File: config.mk
export PLATFORM = sky130hd
export DESIGN_NAME = run_detect_ctrl
export DESIGN_NICKNAME = d
export VERILOG_FILES = /design/src/rtl/run_ctrl_pkg.sv /design/src/rtl/run_len_counter.sv /design/src/rtl/run_detect_ctrl.sv
export SDC_FILE = /design/constraint.sdc
export NUM_CORES = 1
export LEC_CHECK = 0
export ABC_AREA = 1
export CAP_MARGIN = 10
export CORE_MARGIN = 2
export CORE_UTILIZATION = 50
export CTS_CLUSTER_SIZE = 28
export DETAILED_ROUTE_END_ITERATION = 10
export DONT_BUFFER_PORTS = 1
export HOLD_SLACK_MARGIN = 0.12
export MAX_ROUTING_LAYER = met4
export PLACE_DENSITY = 0.75
export SYNTH_ARGS = -nofsm -noshare
export SYNTH_HDL_FRONTEND = slang
export SYNTH_HIERARCHICAL = 1
export SYNTH_SLANG_ARGS = --single-unit
File: constraint.sdc
create_clock -name clk -period 5.51 [get_ports clk]
set_input_delay 1.102 -clock clk [delete_from_list [all_inputs] [get_ports clk]]
set_output_delay 1.102 -clock clk [all_outputs]
set_load 0.02 [all_outputs]
File: src/rtl/run_ctrl_pkg.sv
// Shared types and constants for the serial run detector: controller states,
// mode encodings and the configuration loaded on reset.
package run_ctrl_pkg;

  typedef enum logic [1:0] {
    ST_IDLE = 2'd0,
    ST_RUN  = 2'd1,
    ST_DONE = 2'd2
  } state_e;

  localparam logic [1:0] MODE_ONES  = 2'b00;
  localparam logic [1:0] MODE_ZEROS = 2'b01;
  localparam logic [1:0] MODE_BOTH  = 2'b10;

  localparam int         DEF_LEN   = 3;
  localparam logic [1:0] DEF_MODE  = MODE_BOTH;
  localparam int         DEF_LIMIT = 0;
  localparam int         MIN_LEN   = 2;

  // Mode 1x accepts either polarity; otherwise bit 0 selects runs of zeros.
  function automatic logic bit_matches(input logic [1:0] mode, input logic b);
    return mode[1] | (mode[0] ? ~b : b);
  endfunction

endpackage

File: src/rtl/run_len_counter.sv
// Tracks the previous sample bit and the saturating length of the current run.
// run_len_nxt_o is the length the run will have if the present bit is sampled.
module run_len_counter #(
  parameter int LEN_W = 4
) (
  input  logic             clk,
  input  logic             reset,
  input  logic             clr_i,
  input  logic             smp_en_i,
  input  logic             bit_i,
  output logic [LEN_W-1:0] run_len_nxt_o
);

  localparam logic [LEN_W-1:0] LEN_MAX = '1;

  logic             last_bit_q, last_bit_d;
  logic [LEN_W-1:0] run_len_q, run_len_d;

  // A zero length marks empty history, so the first sample always starts at 1.
  always_comb begin
    if ((run_len_q == '0) || (bit_i != last_bit_q)) begin
      run_len_nxt_o = LEN_W'(1);
    end else if (run_len_q == LEN_MAX) begin
      run_len_nxt_o = LEN_MAX;
    end else begin
      run_len_nxt_o = run_len_q + LEN_W'(1);
    end
  end

  always_comb begin
    run_len_d  = run_len_q;
    last_bit_d = last_bit_q;
    if (clr_i) begin
      run_len_d  = '0;
      last_bit_d = 1'b0;
    end else if (smp_en_i) begin
      run_len_d  = run_len_nxt_o;
      last_bit_d = bit_i;
    end
  end

  always_ff @(posedge clk or posedge reset) begin
    if (reset) begin
      run_len_q  <= '0;
      last_bit_q <= 1'b0;
    end else begin
      run_len_q  <= run_len_d;
      last_bit_q <= last_bit_d;
    end
  end

endmodule

File: src/rtl/run_detect_ctrl.sv
// Serial run-length detector: counts samples that extend a run of the selected
// polarity to at least the configured length, stopping after an optional limit.
module run_detect_ctrl
  import run_ctrl_pkg::*;
#(
  parameter int LEN_W = 4,
  parameter int CNT_W = 8
) (
  input  logic             clk,
  input  logic             reset,
  input  logic             cfg_valid,
  output logic             cfg_ready,
  input  logic [LEN_W-1:0] cfg_len,
  input  logic [1:0]       cfg_mode,
  input  logic [CNT_W-1:0] cfg_limit,
  input  logic             start,
  input  logic             abort,
  input  logic             in_valid,
  input  logic             in,
  output logic             hit,
  output logic             busy,
  output logic             done,
  output logic [CNT_W-1:0] hit_count
);

  function automatic logic [LEN_W-1:0] clamp_len(input logic [LEN_W-1:0] l);
    return (l < LEN_W'(MIN_LEN)) ? LEN_W'(MIN_LEN) : l;
  endfunction

  function automatic logic [CNT_W-1:0] sat_inc(input logic [CNT_W-1:0] c);
    return (c == '1) ? c : c + CNT_W'(1);
  endfunction

  state_e           state_q, state_d;
  logic [LEN_W-1:0] len_q, len_d;
  logic [1:0]       mode_q, mode_d;
  logic [CNT_W-1:0] limit_q, limit_d;
  logic             hit_q, hit_d;
  logic             done_q, done_d;
  logic [CNT_W-1:0] cnt_q, cnt_d, cnt_inc;
  logic [LEN_W-1:0] run_len_nxt;
  logic             smp_en, clr, qualify;

  // Abort suppresses the sample it coincides with, so the run history is frozen too.
  assign smp_en  = (state_q == ST_RUN) && in_valid && !abort;
  assign clr     = (state_q == ST_IDLE) && start;
  assign qualify = smp_en && (run_len_nxt >= len_q) && bit_matches(mode_q, in);
  assign cnt_inc = sat_inc(cnt_q);

  run_len_counter #(
    .LEN_W (LEN_W)
  ) u_run_len (
    .clk           (clk),
    .reset         (reset),
    .clr_i         (clr),
    .smp_en_i      (smp_en),
    .bit_i         (in),
    .run_len_nxt_o (run_len_nxt)
  );

  always_comb begin
    state_d = state_q;
    len_d   = len_q;
    mode_d  = mode_q;
    limit_d = limit_q;
    cnt_d   = cnt_q;
    hit_d   = 1'b0;
    done_d  = (state_q == ST_DONE);
    case (state_q)
      ST_IDLE: begin
        if (cfg_valid) begin
          len_d   = clamp_len(cfg_len);
          mode_d  = cfg_mode;
          limit_d = cfg_limit;
        end
        if (start) begin
          state_d = ST_RUN;
          cnt_d   = '0;
        end
      end
      ST_RUN: begin
        if (abort) begin
          state_d = ST_IDLE;
        end else if (qualify) begin
          hit_d = 1'b1;
          cnt_d = cnt_inc;
          if ((limit_q != '0) && (cnt_inc == limit_q)) state_d = ST_DONE;
        end
      end
      ST_DONE: state_d = ST_IDLE;
      default: state_d = ST_IDLE;
    endcase
  end

  always_ff @(posedge clk or posedge reset) begin
    if (reset) begin
      state_q <= ST_IDLE;
      len_q   <= LEN_W'(DEF_LEN);
      mode_q  <= DEF_MODE;
      limit_q <= CNT_W'(DEF_LIMIT);
      hit_q   <= 1'b0;
      done_q  <= 1'b0;
      cnt_q   <= '0;
    end else begin
      state_q <= state_d;
      len_q   <= len_d;
      mode_q  <= mode_d;
      limit_q <= limit_d;
      hit_q   <= hit_d;
      done_q  <= done_d;
      cnt_q   <= cnt_d;
    end
  end

  assign cfg_ready = (state_q == ST_IDLE);
  assign busy      = (state_q == ST_RUN);
  assign hit       = hit_q;
  assign done      = done_q;
  assign hit_count = cnt_q;

endmodule

==> flow_summary.json, run 1 <==
{
  "yosysTopAreaCell": "sky130_fd_sc_hd__dfrtp_1",
  "design.final.nets": 298,
  "synthesis.nets": 295,
  "die_w_um": 65.9,
  "clk-insertion-delay-late_ns": 0.28,
  "cellLeakagePower_nw": 1.09,
  "timing.fmax_ghz": 0.389,
  "vdd_ir_drop_max_v": 0.000192,
  "route.vias.total": 1666,
  "post_synth_num_cell_types": 27,
  "initialDrtViolationCount": 141,
  "final_period_minus_worst_setup_slack_ns": 2.57,
  "final_cell_mix": "sky130_fd_sc_hd__nand2_1 (82), sky130_fd_sc_hd__inv_1 (37), sky130_fd_sc_hd__nand3_1 (34)",
  "cts_post_setup_buffers_inserted": 0,
  "chipHeight_um": 65.9,
  "yosys_warnings": 6,
  "hpwl_mm": 3.08,
  "maximum_number_of_pins_on_one_net_before_global_route_repair": 27,
  "drt_drc_violations_left": 0,
  "crit_slowest_cell": "sky130_fd_sc_hd__ha_1",
  "placement.io_buffers": 0,
  "critical_path.most_common_cell": "sky130_fd_sc_hd__nand2_1",
  "track_usage": 0.216,
  "final.setup_skew_ns": 0.0112,
  "tritoncts_buffers": 5,
  "number_of_h_tree_levels": 2,
  "ys_seq_elements": 31,
  "wire_per_inst_um": 12.4,
  "synth.top_cell.area_share": 0.366,
  "first_global_vias": 1558,
  "final_min_period_over_clock_period": 0.467,
  "wire_length_of_the_first_global_routing_pass_mm": 6.90,
  "cp.buffers_inverters": 2,
  "crit_arrival_ns": 2.73,
  "cts_hold_buf": 0,
  "post_synth_inst_count": 267,
  "ctsResizeCount": 0,
  "final_antenna_net_count": 0,
  "final-max-slew-violation-count": 0,
  "postRouteWirelength_mm": 3.96,
  "core_area_mm2": 0.00366,
  "run_status": "complete, no violations",
  "layout-drive-gt1-share": 0.0886,
  "timing.max_slew.rel_slack": 0.349,
  "antenna_diode_count": 0,
  "gp_congestion": 0.941,
  "worst-endpoint-required_ns": 5.67,
  "grt_setup_unrepaired": "no",
  "ys_seq_area_frac": 0.407,
  "report.final.hold_viol_count": 0,
  "postPlaceCellArea_mm2": 0.00195,
  "pwr_density_cell_mw_per_mm2": 333,
  "tns_ns": 0,
  "place_inst": 311,
  "fin_cells": 319,
  "cp_cell_sequence": "inv_1, nand2_1, nand2_1, nand2_2, a21oi_1, ha_1, inv_1, nor2_1, o21ai_0, nand3_1, nand2_1, nand2_1, nand4_1, o21ai_0",
  "post_route_design_area_mm2": 0.00203,
  "clock_tree.buffer_depth": 2,
  "slowest_delay_ns": 0.27,
  "cts_root_buffer": "sky130_fd_sc_hd__clkbuf_8",
  "drt_first_pass_iters": 4,
  "post_synth_main_area_contributors": "sky130_fd_sc_hd__dfrtp_1 (37%), sky130_fd_sc_hd__nand2_1 (16%), sky130_fd_sc_hd__nand3_1 (8.9%)",
  "die_area_mm2": 0.00434,
  "vias_per_cell": 5.22,
  "finish.utilization": 0.556,
  "clk_pin_slew_ns": 0.07,
  "criticalPathCategory": "input pin to flip-flop",
  "overflow_left_after_global_routing": 0,
  "antenna_found_initial": 0,
  "final_common_cell": "sky130_fd_sc_hd__nand2_1",
  "cp_max_fo": 14,
  "top_level_ports": 33,
  "final_setup_vio_count": 0,
  "tritoncts": "done",
  "total_standard_cell_area_after_synthesis_mm2": 0.00192,
  "core.rowCount": 22,
  "cts.sinks": 31,
  "syn2layout_area_growth_pct": 6.14,
  "worst_pin_slew_ns": 0.975,
  "max_cap_viol_count": 0,
  "setup.worst_path.start_class": "input pin",
  "start_util": 0.524,
  "worst_setup_end_kind": "flip-flop",
  "critical-path-top-delay-family": "simple AND/OR/NAND/NOR gates",
  "syn_area_per_cell_um2": 7.18,
  "holdCritPathClass": "flip-flop to flip-flop"
}
==> flip-flops by register name, indices dropped and copies added, names as in the netlist <==
name	count
state_q	2
hit_count	8
done	1
limit_q	8
mode_q	2
u_run_len/last_bit_q	1
u_run_len/run_len_q	4
len_q	4
hit	1
==> layer usage <==
metal | track usage | up-vias | wire, um
met3 | 0.0477 | 4 | 313
li1 | - | 853 | -
met2 | 0.303 | 63 | 1710
met4 | 0.0859 | 0 | 44
met1 | 0.302 | 746 | 1890
met5 | - | - | 0
==> cell usage after synthesis <==
library cell,number
sky130_fd_sc_hd__a21oi_1,3
sky130_fd_sc_hd__a22o_1,1
sky130_fd_sc_hd__a31oi_1,1
sky130_fd_sc_hd__buf_2,1
sky130_fd_sc_hd__buf_6,1
sky130_fd_sc_hd__clkbuf_1,2
sky130_fd_sc_hd__clkinv_1,1
sky130_fd_sc_hd__dfrtp_1,28
sky130_fd_sc_hd__dfstp_2,3
sky130_fd_sc_hd__ha_1,7
sky130_fd_sc_hd__inv_1,37
sky130_fd_sc_hd__inv_2,2
sky130_fd_sc_hd__nand2_1,82
sky130_fd_sc_hd__nand2_2,2
sky130_fd_sc_hd__nand2_4,2
sky130_fd_sc_hd__nand3_1,34
sky130_fd_sc_hd__nand3_2,4
sky130_fd_sc_hd__nand4_1,4
sky130_fd_sc_hd__nor2_1,19
sky130_fd_sc_hd__nor2_2,3
sky130_fd_sc_hd__nor2_4,2
sky130_fd_sc_hd__o21ai_0,21
sky130_fd_sc_hd__o21ai_1,2
sky130_fd_sc_hd__o31ai_1,1
sky130_fd_sc_hd__or2_1,1
sky130_fd_sc_hd__xnor2_1,1
sky130_fd_sc_hd__xor2_1,2
==> where the power goes <==
group	internal (mW)	total (mW)	switching, mW
Clock	0.0883	0.167	0.0786
Combinational	0.0675	0.190	0.122
Sequential	0.268	0.320	0.0516
==> final cells by class <==
type | count | area (um2)
Clock inverter | 1 | 5.00
Clock buffer | 7 | 76.3
Sequential cell | 31 | 779
Fill cell | 358 | 1630
Tap cell | 48 | 60.1
Multi-Input combinational cell | 192 | 963
Inverter | 40 | 150
==> cell families (layout without fill, tap and decap cells) <==
family          Yosys count  after routing  synth area share
flops                    31             31             0.407
compound gates           29             29            0.0796
fa+ha+maj                 7              7            0.0457
simple gates            153            153             0.364
buf+inv                  44             48            0.0907
xor+xnor                  3              3            0.0137
==> path summary, 6_finish.rpt <==
check,end,cells after the start,slack (ns),start
setup reg to reg,hit_count[6],12,3.05,u_run_len/run_len_q[0]
setup / recovery,hit_count[6],14,2.94,in
hold / removal,done,1,0.45,state_q[0]
min in group asynchronous,u_run_len/run_len_q[1],1,0.60,reset
max in group asynchronous,mode_q[0],1,3.97,reset
hold reg to reg,done,1,0.45,state_q[0]
==> stage by stage <==
step           worst slack [ns]  hold slack (ns)  power (mW)
2_1_floorplan              2.89            0.423       0.468
3_3_place_gp               2.71            0.433       0.507
3_5_place_dp               2.64            0.444       0.513
4_1_cts                    2.94            0.454       0.681
5_1_grt                    2.66            0.500       0.732
6_report                   2.94            0.453       0.677
(Power assumes the default switching activity.)
==> inputs of run 2 (changes only) <==
==> constraint.sdc (replaced) <==
create_clock -name clk -period 2.5 [get_ports clk]
set_input_delay 0.5 -clock clk [delete_from_list [all_inputs] [get_ports clk]]
set_output_delay 0.5 -clock clk [all_outputs]
set_load 0.02 [all_outputs]
==> flow_summary.json, run 2 (same netlist as run 1, synthesis figures left out) <==
{
  "clk_pin_slew_ns": 0.07,
  "worst-endpoint-required_ns": 2.67,
  "finalPower_mw": 1.67,
  "register_area_um2": 779,
  "track_usage": 0.216,
  "syn2layout_area_growth_pct": 10.6,
  "critical_path.most_common_cell": "sky130_fd_sc_hd__nand2_1",
  "reg2reg_slack_ns": 0.28,
  "critical-path-top-delay-family": "simple AND/OR/NAND/NOR gates",
  "vias_per_cell": 5.15,
  "cts.sinks": 31,
  "holdCritPathClass": "input pin to async pin",
  "final_cell_mix": "sky130_fd_sc_hd__nand2_1 (80), sky130_fd_sc_hd__inv_1 (37), sky130_fd_sc_hd__nand3_1 (34)",
  "postPlaceCellArea_mm2": 0.00198,
  "post_route_design_area_mm2": 0.00212,
  "fin_ws_ns": 0.281,
  "final_min_period_over_clock_period": 0.888,
  "run_status": "complete, no violations",
  "grt_setup_unrepaired": "no",
  "hold_ws_ns": 0.149,
  "max_cap_viol_count": 0,
  "final_setup_vio_count": 0,
  "maximum_number_of_pins_on_one_net_before_global_route_repair": 27,
  "chipHeight_um": 65.9,
  "global_route.peak_usage_layer": "met2",
  "tritoncts_buffers": 5,
  "cp_max_fo": 7,
  "cellLeakagePower_nw": 1.14,
  "number_of_h_tree_levels": 2,
  "gp_congestion": 0.920,
  "wire_per_inst_um": 12.4,
  "grt_use_met1": 0.293,
  "postRouteWirelength_mm": 4.03,
  "initialDrtViolationCount": 140,
  "setup.worst_path.start_class": "flip-flop",
  "final_period_minus_worst_setup_slack_ns": 2.22,
  "worst_pin_slew_ns": 0.524,
  "clk-insertion-delay-late_ns": 0.28,
  "crit_arrival_ns": 2.39,
  "use_met2": 0.302,
  "pwr_density_cell_mw_per_mm2": 787,
  "route.vias.total": 1669,
  "use_met3": 0.0579,
  "rr_endpoint": "state_q[0]",
  "layout-drive-gt1-share": 0.116,
  "hpwl_mm": 3.00,
  "criticalPathCategory": "flip-flop to flip-flop",
  "antenna_diode_count": 0,
  "overflow_left_after_global_routing": 0,
  "cp.buffers_inverters": 1,
  "finish.utilization": 0.579,
  "tritoncts": "done",
  "multi_input_area_um2": 973,
  "final.setup_skew_ns": 0.00556,
  "dp_worst_setup_slack_ns": 0.100,
  "fillers": 363,
  "fin_cells": 324,
  "cts_root_buffer": "sky130_fd_sc_hd__clkbuf_8",
  "placement.io_buffers": 0,
  "final_common_cell": "sky130_fd_sc_hd__nand2_1",
  "tns_ns": 0,
  "final-max-slew-violation-count": 0,
  "start_util": 0.524,
  "worst_setup_end_kind": "flip-flop",
  "die_w_um": 65.9,
  "die_area_mm2": 0.00434,
  "first_global_vias": 1563,
  "report.final.hold_viol_count": 0,
  "drt_drc_violations_left": 0,
  "core.rowCount": 22,
  "crit_slowest_cell": "sky130_fd_sc_hd__dfrtp_1",
  "slowest_delay_ns": 0.44,
  "antenna_found_initial": 0,
  "top_level_ports": 33,
  "cp_cell_sequence": "ha_1, nand3_1, a31oi_1, ha_1, nand2_1, inv_1, nand3_1, nand3_1, nand2_2, nor2_1, nand2_1, nor2_1, nand2_1, nand2_1, nand2_1",
  "core_area_mm2": 0.00366,
  "vdd_ir_drop_max_v": 0.000451,
  "place_inst": 315,
  "clock_tree.buffer_depth": 2,
  "drt_first_pass_iters": 4,
  "timing.fmax_ghz": 0.451,
  "wire_length_of_the_first_global_routing_pass_mm": 6.92,
  "rr_worst_depth": 15,
  "timing.max_slew.rel_slack": 0.651,
  "final_antenna_net_count": 0,
  "design.final.nets": 303,
  "r2r-start": "u_run_len/run_len_q[0]"
}
run 2: cell count changes in the layout (fill, tap and decap cells not counted):
cell	previous run	this run
sky130_fd_sc_hd__bufinv_16	0	1
sky130_fd_sc_hd__clkbuf_8	5	6
sky130_fd_sc_hd__nand2_2	2	3
sky130_fd_sc_hd__buf_4	0	4
sky130_fd_sc_hd__nand2_1	82	80
sky130_fd_sc_hd__dlygate4sd3_1	0	1
sky130_fd_sc_hd__clkbuf_1	2	0
sky130_fd_sc_hd__nand2_4	2	3
run 2: power by group:
| group | total (mW) | internal [mW] | switching [mW] |
|---|---|---|---|
| clock | 0.509 | 0.322 | 0.187 |
| combinational | 0.494 | 0.174 | 0.321 |
| sequential | 0.665 | 0.591 | 0.0742 |
run 2: repair_timing:
item / 4_1_cts / 5_1_grt
gates resized for setup: 0 / 3
hold buffers: 1 / 0
setup endpoints to repair: 0 / 8
endpoints found under the hold margin: 5 / 0
setup buffers: 0 / 0
run 2: area by class of cell:
class	instances	share of cell area
Multi-Input combinational cell	192	0.459
Sequential cell	31	0.368
Tap cell	48	0.0283
Inverter	40	0.0708
Clock inverter	2	0.0165
Clock buffer	6	0.0389
Timing Repair Buffer	5	0.0189
run 2: worst reg2reg max path: cells and delay by family, from the launching register on:
family,cells,cell delay (ns)
adder cells (fa/ha/maj),2,0.55
buffers and inverters,1,0.06
flip-flops,1,0.44
AO/OA/AOI/OAI,1,0.12
AND/OR/NAND/NOR,11,0.93
run 2: worst max path at each step:
stage	start	to	slack, ns	depth (start not counted)
2_1_floorplan	u_run_len/run_len_q[0]	hit_count[4]	0.37	13
3_3_place_gp	u_run_len/run_len_q[0]	hit_count[5]	0.21	12
3_5_place_dp	u_run_len/run_len_q[0]	hit_count[4]	0.10	12
4_1_cts	u_run_len/run_len_q[0]	hit_count[4]	0.09	12
5_1_grt	u_run_len/run_len_q[0]	hit_count[1]	0.05	12
6_report	u_run_len/run_len_q[0]	state_q[0]	0.28	15
run 2: metal layers:
layer	share of wire	up-vias	routed length [um]
met5	0	-	0
met4	0.014	0	55
met3	0.071	5	288
met2	0.42	58	1700
met1	0.49	743	1990
li1	-	863	-
==> inputs of run 3 (changes only) <==
--- a/config.mk
+++ b/config.mk
@@ -8,13 +8,13 @@
 export ABC_AREA = 1
 export CAP_MARGIN = 10
 export CORE_MARGIN = 2
-export CORE_UTILIZATION = 50
+export CORE_UTILIZATION = 55
 export CTS_CLUSTER_SIZE = 28
 export DETAILED_ROUTE_END_ITERATION = 10
 export DONT_BUFFER_PORTS = 1
 export HOLD_SLACK_MARGIN = 0.12
 export MAX_ROUTING_LAYER = met4
-export PLACE_DENSITY = 0.75
+export PLACE_DENSITY = 0.8
 export SYNTH_ARGS = -nofsm -noshare
 export SYNTH_HDL_FRONTEND = slang
 export SYNTH_HIERARCHICAL = 1
==> flow_summary.json, run 3 (same netlist as run 1, synthesis figures left out) <==
{
  "design.final.nets": 303,
  "track_usage": 0.230,
  "core_area_mm2": 0.00334,
  "use_met3": 0.0685,
  "layout-drive-gt1-share": 0.109,
  "final_common_cell": "sky130_fd_sc_hd__nand2_1",
  "fin_cells": 322,
  "drt_drc_violations_left": 0,
  "clock_tree.buffer_depth": 2,
  "die_w_um": 63.0,
  "worst-endpoint-required_ns": 2.71,
  "power_report.internal_total_mw": 0.874,
  "wire_per_inst_um": 12.5,
  "post_route_design_area_mm2": 0.00205,
  "postPlaceCellArea_mm2": 0.00198,
  "number_of_h_tree_levels": 2,
  "sequentialPowerShare": 0.469,
  "overflow_left_after_global_routing": 0,
  "syn2layout_area_growth_pct": 7.11,
  "setup.worst_path.start_class": "flip-flop",
  "global_route.peak_usage_layer": "met2",
  "combinationalPowerShare": 0.343,
  "wire_length_of_the_first_global_routing_pass_mm": 6.84,
  "top_level_ports": 33,
  "core.rowCount": 21,
  "cts.sinks": 31,
  "route.vias.total": 1701,
  "vdd_ir_drop_max_v": 0.000361,
  "cp_max_fo": 14,
  "holdCritPathClass": "input pin to flip-flop",
  "drt_first_pass_iters": 4,
  "final-max-slew-violation-count": 0,
  "cellLeakagePower_nw": 1.10,
  "critical-path-top-delay-family": "simple AND/OR/NAND/NOR gates",
  "final_cell_mix": "sky130_fd_sc_hd__nand2_1 (81), sky130_fd_sc_hd__inv_1 (37), sky130_fd_sc_hd__nand3_1 (33)",
  "timing.fmax_ghz": 0.443,
  "final.setup_skew_ns": 0.00483,
  "criticalPathCategory": "flip-flop to flip-flop",
  "tns_ns": 0,
  "vias_per_cell": 5.28,
  "postRouteWirelength_mm": 4.03,
  "chipHeight_um": 63.0,
  "first_global_vias": 1560,
  "cp.buffers_inverters": 1,
  "antenna_found_initial": 0,
  "power.share.clock": 0.188,
  "switching_share": 0.386,
  "start_util": 0.574,
  "finalPower_mw": 1.42,
  "run_status": "complete, no violations",
  "use_met2": 0.315,
  "slowest_delay_ns": 0.46,
  "worst_pin_slew_ns": 0.986,
  "clk-insertion-delay-late_ns": 0.33,
  "crit_arrival_ns": 2.47,
  "gp_congestion": 0.943,
  "worst_setup_end_kind": "flip-flop",
  "timing.max_slew.rel_slack": 0.342,
  "report.final.hold_viol_count": 0,
  "clk_pin_slew_ns": 0.09,
  "cp_cell_sequence": "ha_1, or2_1, a21oi_1, ha_1, nand2_1, inv_1, o21ai_0, nand3_1, nand2_1, nand2_4, nand4_1, o21ai_0",
  "pwr_density_cell_mw_per_mm2": 693,
  "crit_slowest_cell": "sky130_fd_sc_hd__dfrtp_2",
  "hpwl_mm": 3.02,
  "final_setup_vio_count": 0,
  "max_cap_viol_count": 0,
  "grt_use_met1": 0.315,
  "die_area_mm2": 0.00397,
  "finish.utilization": 0.615,
  "final_min_period_over_clock_period": 0.904,
  "cts_root_buffer": "sky130_fd_sc_hd__clkbuf_4",
  "power.net_switching_mw": 0.549,
  "tritoncts_buffers": 5,
  "final_antenna_net_count": 0,
  "maximum_number_of_pins_on_one_net_before_global_route_repair": 27,
  "initialDrtViolationCount": 86,
  "placement.io_buffers": 0,
  "grt_setup_unrepaired": "no",
  "fillers": 326,
  "place_inst": 313,
  "antenna_diode_count": 0,
  "final_period_minus_worst_setup_slack_ns": 2.26,
  "tritoncts": "done"
}
-- run 3: cell count changes in the layout (fill, tap and decap cells not counted), sizes merged --
cell | before | now
clkbuf | 6 | 8
bufinv | 1 | 0
clkinv | 2 | 1
-- run 3: timing repair --
action,4_1_cts,5_1_grt
hold buffers,1,0
hold endpoints to repair,5,0
resized for setup,0,4
buffers inserted,0,0
endpoints found under the setup margin,0,9
-- run 3: final timing paths --
| check | to | start | depth (start not counted) | slack, ns |
|---|---|---|---|---|
| worst max-delay path | hit_count[5] | u_run_len/run_len_q[0] | 12 | 0.24 |
| worst min-delay path | mode_q[1] | cfg_mode[1] | 2 | 0.27 |
| worst max register to register | hit_count[5] | u_run_len/run_len_q[0] | 12 | 0.24 |
| worst min register to register | done | state_q[0] | 1 | 0.44 |
| max in group asynchronous | mode_q[1] | reset | 2 | 1.53 |
| min in group asynchronous | hit_count[4] | reset | 1 | 0.29 |
-- run 3: power groups by stage --
stage	clock [mW]	combinational, mW	sequential [mW]
after floorplan	0	0.349	0.683
after detailed placement	0	0.480	0.673
after CTS	0.277	0.484	0.664
final	0.268	0.488	0.667
after global routing	0.305	0.566	0.679
after global placement	0	0.468	0.671
-- run 3: worst reg2reg max path, delay by kind of cell, from the launching register on --
kind	cells	cell delay (ns)
DFF	1	0.46
buffers and inverters	1	0.04
and+or+nand+nor	6	0.82
AOI/OAI and AO/OA	3	0.34
adders and majority gates	2	0.50
-- run 3: final cells by class --
| cell class | instances | area (um2) | share of cell area |
|---|---|---|---|
| Multi-Input combinational cell | 192 | 976 | 0.475 |
| Sequential cell | 31 | 781 | 0.380 |
| Inverter | 40 | 150 | 0.0731 |
| Tap cell | 46 | 57.6 | 0.0280 |
| Clock buffer | 8 | 48.8 | 0.0238 |
| Timing Repair Buffer | 5 | 40.0 | 0.0195 |
-- run 3: through the flow --
stage	hold WS, ns	worst slack [ns]
final	0.267	0.241
after CTS	0.250	0.0418
after detailed placement	0.302	0.0608
after floorplan	0.279	0.373
after global placement	0.301	0.169
after global routing	0.247	0.0278
-- run 3: metal layers --
| layer | wire [um] | vias up |
|---|---|---|
| met4 | 108 | 0 |
| li1 | - | 864 |
| met1 | 1870 | 743 |
| met5 | 0 | - |
| met3 | 377 | 11 |
| met2 | 1680 | 83 |
==> RTL change 1: new RTL, flow settings as in run 3 <==
Register the inputs `cfg_valid`, `cfg_len`, `cfg_mode` and `cfg_limit` before use. The logic sees them one clock later. The other inputs are not delayed to match.
--- a/src/rtl/run_detect_ctrl.sv
+++ b/src/rtl/run_detect_ctrl.sv
@@ -23,4 +23,16 @@
   output logic [CNT_W-1:0] hit_count
 );
+
+  logic cfg_valid_q;
+  logic [LEN_W-1:0] cfg_len_q;
+  logic [1:0] cfg_mode_q;
+  logic [CNT_W-1:0] cfg_limit_q;
+
+  always_ff @(posedge clk) begin
+    cfg_valid_q <= cfg_valid;
+    cfg_len_q   <= cfg_len;
+    cfg_mode_q  <= cfg_mode;
+    cfg_limit_q <= cfg_limit;
+  end
 
   function automatic logic [LEN_W-1:0] clamp_len(input logic [LEN_W-1:0] l);
@@ -69,8 +81,8 @@
     case (state_q)
       ST_IDLE: begin
-        if (cfg_valid) begin
-          len_d   = clamp_len(cfg_len);
-          mode_d  = cfg_mode;
-          limit_d = cfg_limit;
+        if (cfg_valid_q) begin
+          len_d   = clamp_len(cfg_len_q);
+          mode_d  = cfg_mode_q;
+          limit_d = cfg_limit_q;
         end
         if (start) begin
Check against the original RTL: not equivalent (a bounded check fails within 4 cycles, from zero or initial values and one cycle with reset high).
==> RTL change 1 against run 3 <==
Maximum frequency grew 0.19%. Sequential cell count up 15. Design area up 20%. Total power up 33%. Synthesized area increased by 20%. Routed wire length up 7.1%. Global-route usage decreased by 1.8 points. Setup slack improved by 0.0042 ns. Cell count rose by 12%. Count of clock-buffer cells in the layout shrank 2. Synthesized cell count is 13% higher.
==> RTL change 1: results (changes against run 3) <==
[yosys]
synth.top_cells.by_count=nand2_1 (91), inv_1 (37), nand3_1 (36)  ; was nand2_1 (82), inv_1 (37), nand3_1 (34)
ys_types=30  ; was 27
synth_nets=330  ; was 295
synthesis.instances=302  ; was 267
ys_seq_area_share_pct=47.1  ; was 40.7%
ys_async_sr_fraction_pct=67.4  ; was 100%
synth_area_leaders=dfrtp_1 (31%), nand2_1 (15%), dfxtp_1 (13%)  ; was dfrtp_1 (37%), nand2_1 (16%), nand3_1 (8.9%)

[sta]
skew_ns=0.00671  ; was 0.00483 ns
worst_pin_slew_ns=0.534  ; was 0.986 ns

[placed_design]
dp_hpwl_mm=3.24  ; was 3.02 mm
gp_routability_congestion=0.961  ; was 0.943
pre_cts_ws_ns=0.0564  ; was 0.0608 ns
place_area_mm2=0.00235  ; was 0.00198 mm^2
dpl.cell_count=351  ; was 313

[power_and_ir_drop]
pwr-share-seq_pct=48.7  ; was 46.9%
total_power_mw=1.89  ; was 1.42 mW
peakVddDrop_mv=0.516  ; was 0.361 mV
powerComb_uw=534  ; was 488 uW
p_leak_nw=1.27  ; was 1.10 nW
internal_power_mw=1.22  ; was 874 uW

[run_status]
status=complete, no violations  ; unchanged

[global_routing]
met2_usage_pct=30.8  ; was 31.5%
grt_pass1_vias=1636  ; was 1,560
track_usage_pct=21.2  ; was 23.0%
use_met3_pct=5.84  ; was 6.85%
grt_pass1_wl_mm=7.02  ; was 6.84 mm

[cells_and_area]
drive_gt1_share_pct=10.3  ; was 10.9%
fillCellCount=345  ; was 326

[clock_network]
cts_root_buffer=clkbuf_8  ; was clkbuf_4
clock_latency_ns=0.30  ; was 0.33 ns

[setup_path]
reg2reg_depth=15  ; was 12
cp.arrival_ns=2.44  ; was 2.47 ns
cp-endpoint=state_q[0]$_DFFE_PP0P_  ; was hit_count[5]$_DFFE_PP0P_
critPathMaxFanout=7  ; was 14

[routing]
vias=1883  ; was 1,701
drt-total-wl_mm=4.32  ; was 4.03 mm

[hold_path]
worstHoldPathType=input port to async pin  ; was input port to register

[RTL change 1: metal layers]
metal  part of all wire, %  vias up
li1                      -      970
met4                   2.9        0
met3                   7.2       17
met2                    44       80
met5                     0        -
met1                    46      816
[RTL change 1: cell families after synthesis]
group / Yosys count / share of synthesized area [%]
xor gates and xnor gates: 3 / 1.15
adders and majority gates: 7 / 3.82
DFF: 46 / 47.1
buffers and inverters: 45 / 7.86
AOI/OAI and AO/OA: 33 / 7.69
and+or+nand+nor: 168 / 32.4
[RTL change 1: final cells by class]
cell class	instances	area, um^2	share of cell area, %
clock buffers	6	72.6	2.95
clock inverters	2	13.8	0.560
inverters	41	154	6.26
multi-input cells	211	1040	42.4
flip-flops and latches	46	1080	43.9
well taps	50	62.6	2.54
repair buffers	4	32.5	1.32
==> RTL change 2: new RTL, flow settings as in run 3 <==
Without the edit above. Set the parameter `CNT_W` to 6 (it was 8).
--- a/src/rtl/run_detect_ctrl.sv
+++ b/src/rtl/run_detect_ctrl.sv
@@ -5,5 +5,5 @@
 #(
   parameter int LEN_W = 4,
-  parameter int CNT_W = 8
+  parameter int CNT_W = 6
 ) (
   input  logic             clk,
Ports: changed (resized cfg_limit and hit_count); port bits go from 33 to 29. The function was not compared with the original's and may differ.
==> RTL change 2 against run 3 <==
Total power fell by 8.0%. Cell count shrank 13%. Via count is 15% lower. Synthesized area down 9.9%. Design area down 12%. Sequential cell count fell by 4. Combinational power rose by 3%. Global-route usage decreased by 1.6 points. Setup slack worse by 0.044 ns. Routed wire length decreased by 17%. Critical endpoint is now state_q[0]$_DFFE_PP0P_. Highest routed layer unchanged.
==> RTL change 2: results (changes against run 3) <==
[routing]
drt_iter0_drc=96  ; was 86
wl_per_cell_um=11.9  ; was 12.5 um
drt-vias-per-instance=5.13  ; was 5.28

[setup_path]
critPathMaxFanout=7  ; was 14
crit_slowest_cell=dfrtp_1  ; was dfrtp_2
cp_slowest_stage_delay_ns=0.48  ; was 0.46 ns
cp.arrival_ns=2.54  ; was 2.47 ns

[global_routing]
grt_pass1_wl_mm=5.60  ; was 6.84 mm
grt_pass1_vias=1271  ; was 1,560
track_usage_pct=21.4  ; was 23.0%
grt_max_degree=23  ; was 27

[power_and_ir_drop]
p_leak_nw=0.977  ; was 1.10 nW
peakVddDrop_mv=0.399  ; was 0.361 mV

[yosys]
synth.top_cells.by_count=nand2_1 (69), inv_1 (32), dfrtp_1 (24), nand3_1 (24), nor2_1 (17)  ; was nand2_1 (82), inv_1 (37), nand3_1 (34)
synthXorXnorAreaFrac_pct=4.20  ; was 1.37%
ys_types=33  ; was 27
synthAdderAreaFrac_pct=5.07  ; was 4.57%
synth_compound_area_share_pct=8.62  ; was 7.96%
synth_area_leaders=dfrtp_1 (35%), nand2_1 (15%), nand3_1 (7.0%)  ; was dfrtp_1 (37%), nand2_1 (16%), nand3_1 (8.9%)

[hold_path]
worstHoldPathType=input port to async pin  ; was input port to register

[cells_and_area]
drive_gt1_share_pct=11.0  ; was 10.9%
final_net_count=264  ; was 303

[clock_network]
clk_pin_slew_ns=0.15  ; was 0.09 ns
cts_root_buffer=clkbuf_4  ; unchanged
cts_buffers=3  ; was 5

[placed_design]
gp_routability_congestion=0.889  ; was 0.943
dp_hpwl_mm=2.60  ; was 3.02 mm

[sta]
skew_ns=0.00715  ; was 0.00483 ns
worst_pin_slew_ns=0.803  ; was 0.986 ns

[run_status]
status=complete, no violations  ; unchanged

## RTL change 2: layout make-up
| type | count | area, um^2 |
|---|---|---|
| multi-input cells | 169 | 900 |
| clock buffers | 3 | 22.5 |
| fillers | 285 | 1220 |
| repair buffers | 2 | 17.5 |
| well taps | 44 | 55.1 |
| flip-flops and latches | 27 | 679 |
| inverters | 35 | 131 |
| clock inverters | 1 | 5.00 |
## RTL change 2: cell families after synthesis
group,after synthesis
adder cells (fa/ha/maj),7
AO/OA/AOI/OAI,26
buffers and inverters,38
XOR/XNOR,5
AND/OR/NAND/NOR,131
flip-flops,27
## RTL change 2: worst paths after layout
check | end | slack, ns | cells past startpoint
worst min register to register | done$_DFF_PP0_ | 0.49 | 1
min in group clk | mode_q[0]$_DFFE_PP0P_ | 0.26 | 2
worst max-delay path | state_q[0]$_DFFE_PP0P_ | 0.20 | 15
worst max register to register | state_q[0]$_DFFE_PP0P_ | 0.20 | 15
max in group asynchronous | limit_q[5]$_DFFE_PP0P_ | 1.82 | 1
worst min-delay path | hit_count[1]$_DFFE_PP0P_ | 0.18 | 1
## RTL change 2: power by group
group	leakage (nW)	internal (mW)	switching, mW	total (mW)
registers	0.344	0.520	0.0889	0.609
clock network	0.0177	0.0601	0.136	0.196
logic	0.615	0.198	0.308	0.505
## RTL change 2: timing repair
item	in CTS	in global routing
endpoints found under the hold margin	5	0
hold buffers	1	0
buffers inserted	0	0
## RTL change 2: layer usage
layer / up-vias / share of wire (%) / wire length [um] / GRT usage, %
met3: 4 / 6.0 / 199 / 1.95
met2: 46 / 43 / 1450 / 29.8
li1: 751 / - / - / -
met4: 0 / 1.1 / 36 / 7.62
met1: 640 / 49 / 1650 / 32.4
met5: - / 0 / 0 / -
## RTL change 2: through the flow
stage / std cells / setup slack [ns] / power (mW) / instance area, um^2 / util [%]
after floorplan: 234 / 0.534 / 1.02 / 1730 / -
after global placement: 276 / 0.338 / 1.11 / 1770 / 58.6
after detailed placement: 276 / 0.283 / 1.12 / 1770 / 58.6
after CTS: 281 / 0.239 / 1.32 / 1810 / 59.8
after global routing: 281 / 0.0151 / 1.43 / 1810 / 59.8
final: 281 / 0.197 / 1.31 / 1810 / 59.8
